==> config.mk <==
export PLATFORM = sky130hd
export DESIGN_NAME = reg_load_arbiter
export DESIGN_NICKNAME = d
export VERILOG_FILES = /design/src/rtl/reg_load_arb_pkg.sv /design/src/rtl/reg_load_arbiter_rr_pick.sv /design/src/rtl/reg_load_arbiter.sv
export SDC_FILE = /design/constraint.sdc
export NUM_CORES = 1
export LEC_CHECK = 0
export CORE_ASPECT_RATIO = 0.9
export CORE_MARGIN = 8
export CORE_UTILIZATION = 30
export DETAILED_ROUTE_END_ITERATION = 12
export DONT_BUFFER_PORTS = 1
export SLEW_MARGIN = 20
export SYNTH_ARGS = -nofsm -noshare
export SYNTH_HDL_FRONTEND = slang
export SYNTH_SLANG_ARGS = --single-unit
==> constraint.sdc <==
create_clock -name clk -period 4.7 [get_ports clk]
set_clock_uncertainty 0.1 [all_clocks]
set_input_delay 0.47 -clock clk [delete_from_list [all_inputs] [get_ports clk]]
set_output_delay 0.47 -clock clk [all_outputs]
set_load 0.05 [all_outputs]
==> src/rtl/reg_load_arb_pkg.sv <==
// Shared types and defaults for the register-load arbiter.
// Optional lock feature is enabled by defining REG_LOAD_ARB_LOCK_EN.
package reg_load_arb_pkg;

    typedef enum logic {
        IDLE = 1'b0,
        LOAD = 1'b1
    } state_t;

    localparam int NREQ_DEF = 4;
    localparam int DW_DEF   = 32;

    function automatic int clog2(input int n);
        int r;
        r = 0;
        while ((1 << r) < n) r++;
        return (r < 1) ? 1 : r;
    endfunction

endpackage

==> src/rtl/reg_load_arbiter_rr_pick.sv <==
// Combinational round-robin picker: first set req bit at or above rr_ptr, wrapping.
// Latency: none (pure combinational).
// Backpressure: none; valid is simply the OR of all requests.
module rr_pick
    import reg_load_arb_pkg::*;
#(
    parameter int NREQ = NREQ_DEF,
    parameter int IDW  = clog2(NREQ)
) (
    input  logic [NREQ-1:0] req,
    input  logic [IDW-1:0]  rr_ptr,
    output logic            valid,
    output logic [IDW-1:0]  winner
);

    logic [2*NREQ-1:0] rot;
    logic [IDW-1:0]    off;
    logic [IDW:0]      sum;

    always_comb begin
        valid = |req;
        // Rotate so bit 0 is the highest-priority requester.
        rot   = {req, req} >> rr_ptr;
        off   = '0;
        for (int k = NREQ - 1; k >= 0; k--) begin
            if (rot[k]) off = k[IDW-1:0];
        end
        sum = {1'b0, rr_ptr} + {1'b0, off};
        if (sum >= (IDW+1)'(NREQ)) sum = sum - (IDW+1)'(NREQ);
        winner = sum[IDW-1:0];
    end

endmodule

==> src/rtl/reg_load_arbiter.sv <==
// Round-robin arbiter sharing one load-enabled register's Load/D port (lock: REG_LOAD_ARB_LOCK_EN).
// Latency: req sampled at edge k gives ack/load_o in cycle k+1; one load per 2 cycles.
// Backpressure: req is level-held until its ack pulse; losers simply wait.
module reg_load_arbiter
    import reg_load_arb_pkg::*;
#(
    parameter int NREQ = NREQ_DEF,
    parameter int DW   = DW_DEF,
    parameter int IDW  = clog2(NREQ)
) (
    input  logic               clk,
    input  logic               clear,
    input  logic [NREQ-1:0]    req,
    input  logic [NREQ*DW-1:0] data,
`ifdef REG_LOAD_ARB_LOCK_EN
    input  logic [NREQ-1:0]    lock,
`endif
    output logic [NREQ-1:0]    ack,
    output logic               load_o,
    output logic [DW-1:0]      d_o,
    output logic [IDW-1:0]     owner,
    output logic               busy
);

    state_t          state;
    logic [IDW-1:0]  rr_ptr;
    logic            pick_vld;
    logic [IDW-1:0]  pick_w;
    logic [IDW-1:0]  next_ptr;
    logic            hold;
    logic [DW-1:0]   words [NREQ];

    for (genvar g = 0; g < NREQ; g++) begin : g_words
        assign words[g] = data[g*DW +: DW];
    end

    rr_pick #(.NREQ(NREQ), .IDW(IDW)) u_pick (
        .req    (req),
        .rr_ptr (rr_ptr),
        .valid  (pick_vld),
        .winner (pick_w)
    );

    assign next_ptr = (owner == IDW'(NREQ - 1)) ? '0 : owner + 1'b1;

`ifdef REG_LOAD_ARB_LOCK_EN
    // Lock only matters while the owner is still asking for more.
    assign hold = lock[owner] & req[owner];
`else
    assign hold = 1'b0;
`endif

    always_ff @(posedge clk or negedge clear) begin
        if (!clear) begin
            state  <= IDLE;
            rr_ptr <= '0;
            ack    <= '0;
            load_o <= 1'b0;
            d_o    <= '0;
            owner  <= '0;
            busy   <= 1'b0;
        end else begin
            case (state)
                IDLE: begin
                    if (pick_vld) begin
                        d_o    <= words[pick_w];
                        owner  <= pick_w;
                        ack    <= {{(NREQ-1){1'b0}}, 1'b1} << pick_w;
                        load_o <= 1'b1;
                        busy   <= 1'b1;
                        state  <= LOAD;
                    end
                end
                LOAD: begin
                    ack    <= '0;
                    load_o <= 1'b0;
                    busy   <= 1'b0;
                    rr_ptr <= hold ? owner : next_ptr;
                    state  <= IDLE;
                end
                default: state <= IDLE;
            endcase
        end
    end

endmodule

==> results.txt, run 1 <==
Outcome = completed
Highest ir drop seen on vdd = 0.000415 V
Synth Area per Inst = 9.01 µm²
Router iterations before antenna repair = 4
Reg area = 0.00105 mm²
Ys async rst share = 100%
Critical-path cell list = nand2b_1, a21oi_1, nor2_1, a21oi_1, a21oi_1, ha_4, xor2_1, nand4_1, buf_4, a221oi_1, o31ai_1
Critical Path Max Stage Delay = 740 ps
Max-cap viol count = 0
CP required = 4750 ps
Clk buf depth = 2
Die area = 0.0132 mm²
Die width = 120 µm
Netlist cell types = 34
Most common cell in the synthesized netlist = nor2b_1
Lkg Pwr = 1.13 nW
Number of fillers in the final layout = 1009
Largest net degree at the start of global routing = 77
Max-slew headroom = 37.7%
Hold Path Class = in2reg
Top_reg_cell synth = dfrtp_1
Synth top area share = 35.8%
CTS buffer count = 5
Routed WL per cell = 23.4 µm
Startpoint types = register
Synth area leaders = dfrtp_1 36%, nor2b_1 14%, a2111oi_0 9.5%, a221oi_1 9.5%, o31ai_1 8.2%
Pwr dens = 1030 mW/mm²
Final wirelength = 10100 µm
Final Max Slew Viols = 0
Post-synth EDFFs = 0
GPL Wtd Cong = 0.778
CTS tree = done
Critical path endpoint category = register
Period minus WS final = 3590 ps
Core Rows = 34
Crit-path most repeated cell = a21oi_1
Final Hold Vio Count = 0
Area Overhead vs Synth = 8.01%
Synthesized area = 0.00294 mm²
Final net count = 439
First-pass GRT wire length = 14900 µm
Layout cell share with drive strength beyond 1 = 8.22%
Total global-route track usage = 14.3%
Root Buffer = clkbuf_8
Synth area leader = dfrtp_1
Hold WS = 347 ps
Post-synth top cells = 66 x nor2b_1, 42 x dfrtp_1, 37 x nand2_1
Core area = 0.00961 mm²
Crit-path max FO = 17
Sequential area share after synthesis = 35.8%
Total number of yosys warnings = 0
Vias per inst = 5.91
Multi-input gate area = 0.00173 mm²
Unrepaired setup endpoints after global routing = no
Syn_nets = 462
Reg clk slew, reported paths = 90 ps
Crit Path Class = reg2reg
Synthesized flop and latch total = 42
Worst-margin pin slew = 934 ps
Vias in the first global route = 2644
Gr ovfl total = 0
Initial core utilization = 30.6%
Port buffer count = 0
Routed via count = 2549
Fmax = 279 MHz
Final-report setup violation count = 0
Post-DRT Antenna Nets = 0
Crit path DAT = 3640 ps
# Post-CTS Setup Buffers = 0
Initial antenna violation count = 1
Fin area = 0.00317 mm²
Setup TNS = 0 ps
DRC = 0
Slowest-stage cell, CP = nand4_1
CTS HTree Levels = 2
Mapped Cells = 326
Drt initial violations = 159
DP Area = 0.00299 mm²
Clock Sinks = 42
I/O pins = 174
Die height = 110 µm
Clk_lat worst skew = 290 ps
Period utilization = 76.3%
Detailed placement HPWL = 7440 µm
[area by class of cell]
| type | instances | share of cell area, % |
|---|---|---|
| sequential | 42 | 33.1 |
| timing repair buffer | 8 | 2.60 |
| inverter | 2 | 0.237 |
| tap | 126 | 4.97 |
| clock inverter | 2 | 1.89 |
| multi-input combinational | 244 | 54.5 |
| antenna | 1 | 0.0789 |
| clock buffer | 6 | 2.60 |
[path summary, 6_finish.rpt]
path / start / depth (start not counted) / slack, ps / endpoint
worst min-delay path: data[49] / 2 / 350 / d_o[17]
worst min register to register: state / 1 / 440 / busy
worst max-delay path: rr_ptr[1] / 11 / 1110 / d_o[7]
max in group asynchronous: clear / 2 / 3670 / d_o[30]
worst max register to register: rr_ptr[1] / 11 / 1110 / d_o[7]
min in group asynchronous: clear / 2 / 630 / d_o[23]
[metal layers]
metal / track usage, % / wire length (µm)
met1: 16.8 / 4140
met2: 24.9 / 4950
met5: 0 / 0
met3: 4.47 / 946
met4: 4.01 / 68
[cells in the final DEF, fill, tap and decap left out, drive strengths merged]
master,Yosys,final
dfrtp,42,42
a221oi,32,32
nand2,37,37
nor2b,66,66
nor4,2,2
o21a,1,1
or4,2,2
nor2,9,9
mux2,2,2
o21ai,3,3
a32o,2,2
a31oi,1,1
ha,2,2
a2111oi,32,32
bufinv,0,2
a211oi,1,1
inv,2,2
nor3,2,2
a211o,1,1
xor2,1,1
and3b,1,1
diode,0,1
a22o,2,2
o31ai,33,33
xnor2,1,1
nand2b,5,5
mux2i,1,1
clkbuf,17,6
buf,21,7
a21oi,4,4
nand4,1,1
dlygate4sd3,0,1
[per-stage QoR]
stage               instances  power (W)  worst slack [ps]  utilization (%)
floorplan                 326    0.00256              1960                -
global placement          420    0.00287              1270             31.1
detailed placement        420    0.00294              1150             31.1
CTS                       430    0.00332              1130             33.0
global route              431    0.00355               874             33.0
finish                    431    0.00328              1110             33.0
[where the power goes]
group | internal [W] | switching, W
registers | 0.000531 | 0.000723
clock network | 0.000227 | 0.000136
logic | 0.000614 | 0.00105
total | 0.00137 | 0.00191
[flip-flops by register name, summed over array words and instances (netlist names)]
name	count
state	1
d_o	32
busy	1
ack	4
rr_ptr	2
owner	2
[logic make-up after synthesis]
| group | count (synthesis) | share of synthesized area, % |
|---|---|---|
| simple gates | 125 | 23.6 |
| buf+inv | 40 | 6.18 |
| compound gates | 112 | 31.9 |
| flops | 42 | 35.8 |
| xor+xnor | 2 | 0.596 |
| fa+ha+maj | 2 | 0.852 |
| mux | 3 | 1.11 |
[critical path, delay by kind of cell (launching register included)]
family	cells	cell delay, ps
adder cells (fa/ha/maj)	1	190
buffers and inverters	1	500
XOR/XNOR	1	290
flip-flops	1	570
AO/OA/AOI/OAI	5	790
AND/OR/NAND/NOR	3	1000
[repair_timing]
action	4_1_cts	5_1_grt
hold endpoints to repair	42	0
hold buffers	2	0
resized for setup	0	0
Note: power is estimated with default switching activity, not from simulation.
==> run 2: changes to the inputs <==
--- a/config.mk
+++ b/config.mk
@@ -5,6 +5,7 @@
 export SDC_FILE = /design/constraint.sdc
 export NUM_CORES = 1
 export LEC_CHECK = 0
+export ABC_AREA = 1
 export CORE_ASPECT_RATIO = 0.9
 export CORE_MARGIN = 8
 export CORE_UTILIZATION = 30
==> constraint.sdc (replaced) <==
create_clock -name clk -period 2.9 [get_ports clk]
set_clock_uncertainty 0.1 [all_clocks]
set_input_delay 0.29 -clock clk [delete_from_list [all_inputs] [get_ports clk]]
set_output_delay 0.29 -clock clk [all_outputs]
set_load 0.05 [all_outputs]
==> run 2 against run 1 <==
Against the previous run: synthesized area grew 10%; sequential cell count is the same; design area grew 11%; largest cell class unchanged; maximum frequency grew 39%.
==> results.txt, run 2 <==
Netlist cell types = 31 (was 34)
Root Buffer = clkbuf_16 (was clkbuf_8)
Hold Path Class = in2reg (unchanged)
Final wirelength = 9200 µm (was 10100 µm)
Kind of cell adding the most delay to the critical path = simple AND/OR/NAND/NOR gates (unchanged)
Unrepaired setup endpoints after global routing = no (unchanged)
Compound-Gate Fraction of Synth Area = 1.66% (was 31.9%)
Top_reg_cell synth = dfrtp_1 (unchanged)
Critical-path cell list = inv_2, nand2_1, nand3_1, nand2_2, nand3_1, a21boi_1, ha_4, xor2_2, inv_2, nand3_4, nand2_8, nand2_1, nand3_1, nand2_1 (was nand2b_1, a21oi_1, nor2_1, a21oi_1, a21oi_1, ha_4, xor2_1, nand4_1, buf_4, a221oi_1, o31ai_1)
Total global-route track usage = 11.9% (was 14.3%)
Detailed placement HPWL = 6580 µm (was 7440 µm)
Sequential area share after synthesis = 32.4% (was 35.8%)
Initial antenna violation count = 0 (was 1)
Hold EP = d_o[6] (was d_o[17])
Core Rows = 36 (was 34)
Syn_nets = 488 (was 462)
Number of fillers in the final layout = 1097 (was 1009)
Setup TNS = 0 ps (unchanged)
Synth Area per Inst = 9.22 µm² (was 9.01 µm²)
DRC = 0 (unchanged)
Critical Path Max Stage Delay = 480 ps (was 740 ps)
Xor-xnor portion of the synthesized cell area = 0.501% (was 0.596%)
Drt initial violations = 130 (was 159)
Die height = 115 µm (was 110 µm)
CTS tree = done (unchanged)
Setup slack, reg-to-reg = 310 ps (was 1110 ps)
Most frequent cells in the layout = 67 x nand2_1, 64 x mux2i_1, 50 x nand2_2 (was 66 x nor2b_1, 42 x dfrtp_1, 37 x nand2_1)
CP required = 3020 ps (was 4750 ps)
Crit-path max FO = 18 (was 17)
Synthesized flop and latch total = 42 (unchanged)
Ys async rst share = 100% (unchanged)
Layout cell share with drive strength beyond 1 = 31.3% (was 8.22%)
Crit path DAT = 2710 ps (was 3640 ps)
Max-cap viol count = 0 (unchanged)
Post-synth top cells = 67 x nand2_1, 64 x mux2i_1, 50 x nand2_2 (was 66 x nor2b_1, 42 x dfrtp_1, 37 x nand2_1)
Fmax = 386 MHz (was 279 MHz)
Largest register by flop count = d_o (unchanged)
Startpoint types = register (unchanged)
GPL Wtd Cong = 0.726 (was 0.778)
I/O pins = 174 (unchanged)
Final Hold Vio Count = 0 (unchanged)
Area Overhead vs Synth = 8.56% (was 8.01%)
Most common cell in the synthesized netlist = nand2_1 (was nor2b_1)
CTS HTree Levels = 2 (unchanged)
Crit Path Class = reg2reg (unchanged)
Vias per inst = 5.10 (was 5.91)
Routed via count = 2440 (was 2549)
Final Max Slew Viols = 0 (unchanged)
Multiplexer share of the synthesized area = 19.7% (was 1.11%)
Clk_lat worst skew = 280 ps (was 290 ps)
Largest registers = d_o: 32 flops, ack: 4 flops (unchanged)
Cells on worst reg2reg path = 14 (was 11)
Total number of yosys warnings = 0 (unchanged)
Slowest-stage cell, CP = dfrtp_1 (was nand4_1)
Synth area leader = dfrtp_1 (unchanged)
Clk buf depth = 2 (unchanged)
Port buffer count = 0 (unchanged)
Core area = 0.0107 mm² (was 0.00961 mm²)
Synth area leaders = dfrtp_1 32%, mux2i_1 20%, nand2_2 9.6%, nand3_2 8.6%, nand2_1 7.8% (was dfrtp_1 36%, nor2b_1 14%, a2111oi_0 9.5%, a221oi_1 9.5%, o31ai_1 8.2%)
Router iterations before antenna repair = 4 (unchanged)
WP buf/inv = 2 (was 1)
Routed WL per cell = 19.2 µm (was 23.4 µm)
Die width = 126 µm (was 120 µm)
Worst-margin pin slew = 902 ps (was 934 ps)
Synth Area in Simple Gates = 36.2% (was 23.6%)
Fin area = 0.00352 mm² (was 0.00317 mm²)
Mapped Cells = 352 (was 326)
Clock Sinks = 42 (unchanged)
Initial core utilization = 30.4% (was 30.6%)
First-pass GRT wire length = 13900 µm (was 14900 µm)
Outcome = completed (unchanged)
Synthesized area = 0.00324 mm² (was 0.00294 mm²)
Post-synth EDFFs = 0 (unchanged)
Antenna diodes = 0 (was 1)
Vias in the first global route = 2635 (was 2644)
Largest net degree at the start of global routing = 43 (was 77)
Max reg flops = 32 (unchanged)
Adder-Cell Fraction of Synth Area = 0.771% (was 0.852%)
Worst Hold Depth = 4 (was 2)
Period utilization = 89.3% (was 76.3%)
Worst flop-to-flop path startpoint = rr_ptr[0] (was rr_ptr[1])
RR Endpoint = d_o[7] (unchanged)
Hold WS = 154 ps (was 347 ps)
Main combinational cell family by area after synthesis = simple AND/OR/NAND/NOR gates (was compound AO/OA/AOI/OAI gates)
Reg clk slew, reported paths = 60 ps (was 90 ps)
Die area = 0.0144 mm² (was 0.0132 mm²)
CTS buffer count = 5 (unchanged)
Fin util = 33.0% (about the same)
Final net count = 480 (was 439)
Gr ovfl total = 0 (unchanged)
Commonest non-fill, non-tap cell in the layout = nand2_1 (was nor2b_1)
Max-slew headroom = 39.9% (was 37.7%)
DP Area = 0.00324 mm² (was 0.00299 mm²)
Synth top area share = 32.4% (was 35.8%)
Post-DRT Antenna Nets = 0 (unchanged)
Critical path endpoint category = register (unchanged)
Final-report setup violation count = 0 (unchanged)
Start point of the worst hold path = data[70] (was data[49])
Period minus WS final = 2590 ps (was 3590 ps)
-- run 2: cell count changes in the layout (fill, tap and decap cells not counted), sizes merged, moves of 3 or more --
cell     change
a21oi        -3
nand3       +74
inv          +7
nand2b       -5
o31ai       -33
o21ai        +4
a221oi      -32
nor2         -6
a2111oi     -32
nor2b       -66
mux2i       +63
nand2       +85
-- run 2: what timing repair did --
action / CTS / global route
hold buffers: 2 / 0
gates resized for setup: 0 / 2
setup endpoints to repair: 0 / 22
setup buffers: 0 / 1
hold endpoints to repair: 42 / 0
-- run 2: per-stage QoR --
stage	cells	setup slack, ps
after floorplan	352	561
after global placement	466	255
after detailed placement	466	99.1
after CTS	476	99.7
after global routing	478	112
final	478	310
-- run 2: how the worst max path moves through the flow --
stage	from	to	slack, ps	depth (start not counted)
after floorplan	rr_ptr[0]	d_o[0]	560	14
after global placement	rr_ptr[0]	owner[1]	260	13
after detailed placement	rr_ptr[0]	d_o[17]	100	12
after CTS	rr_ptr[0]	d_o[17]	100	12
after global routing	rr_ptr[0]	d_o[23]	110	12
final	rr_ptr[0]	d_o[7]	310	14
-- run 2: area by class of cell --
cell class | count | area (µm²) | share of cell area, %
Tap cell | 133 | 166 | 4.72
Timing Repair Buffer | 8 | 128 | 3.62
Multi-Input combinational cell | 278 | 1940 | 55.1
Clock buffer | 6 | 139 | 3.94
Sequential cell | 42 | 1050 | 29.8
Clock inverter | 2 | 60.1 | 1.71
Inverter | 9 | 36.3 | 1.03
-- run 2: logic make-up after synthesis --
kind of cell / Yosys count
compound gates: 10
xor+xnor: 1
fa+ha+maj: 2
buf+inv: 33
flops: 42
mux: 64
simple gates: 200
-- run 2: worst register-to-register path: stages, from the launching register on --
cell and delay, ps:
dfrtp_1 480, inv_2 100, nand2_1 100, nand3_1 90
nand2_2 100, nand3_1 80, a21boi_1 240, ha_4 180
xor2_2 210, inv_2 70, nand3_4 260, nand2_8 220
nand2_1 150, nand3_1 70, nand2_1 90
-- run 2: layer usage --
metal | vias up | share of wire [%] | wire length, µm | GRT usage (%)
met3 | 4 | 9.8 | 898 | 5.21
li1 | 1180 | - | - | -
met5 | - | 0 | 0 | 0
met1 | 1138 | 40 | 3640 | 13.2
met2 | 118 | 50 | 4640 | 21.0
met4 | 0 | 0.25 | 23 | 1.70
Power of run 2 is not shown: default switching activity piles up to over one toggle a cycle in this logic, so the estimate is an artifact.
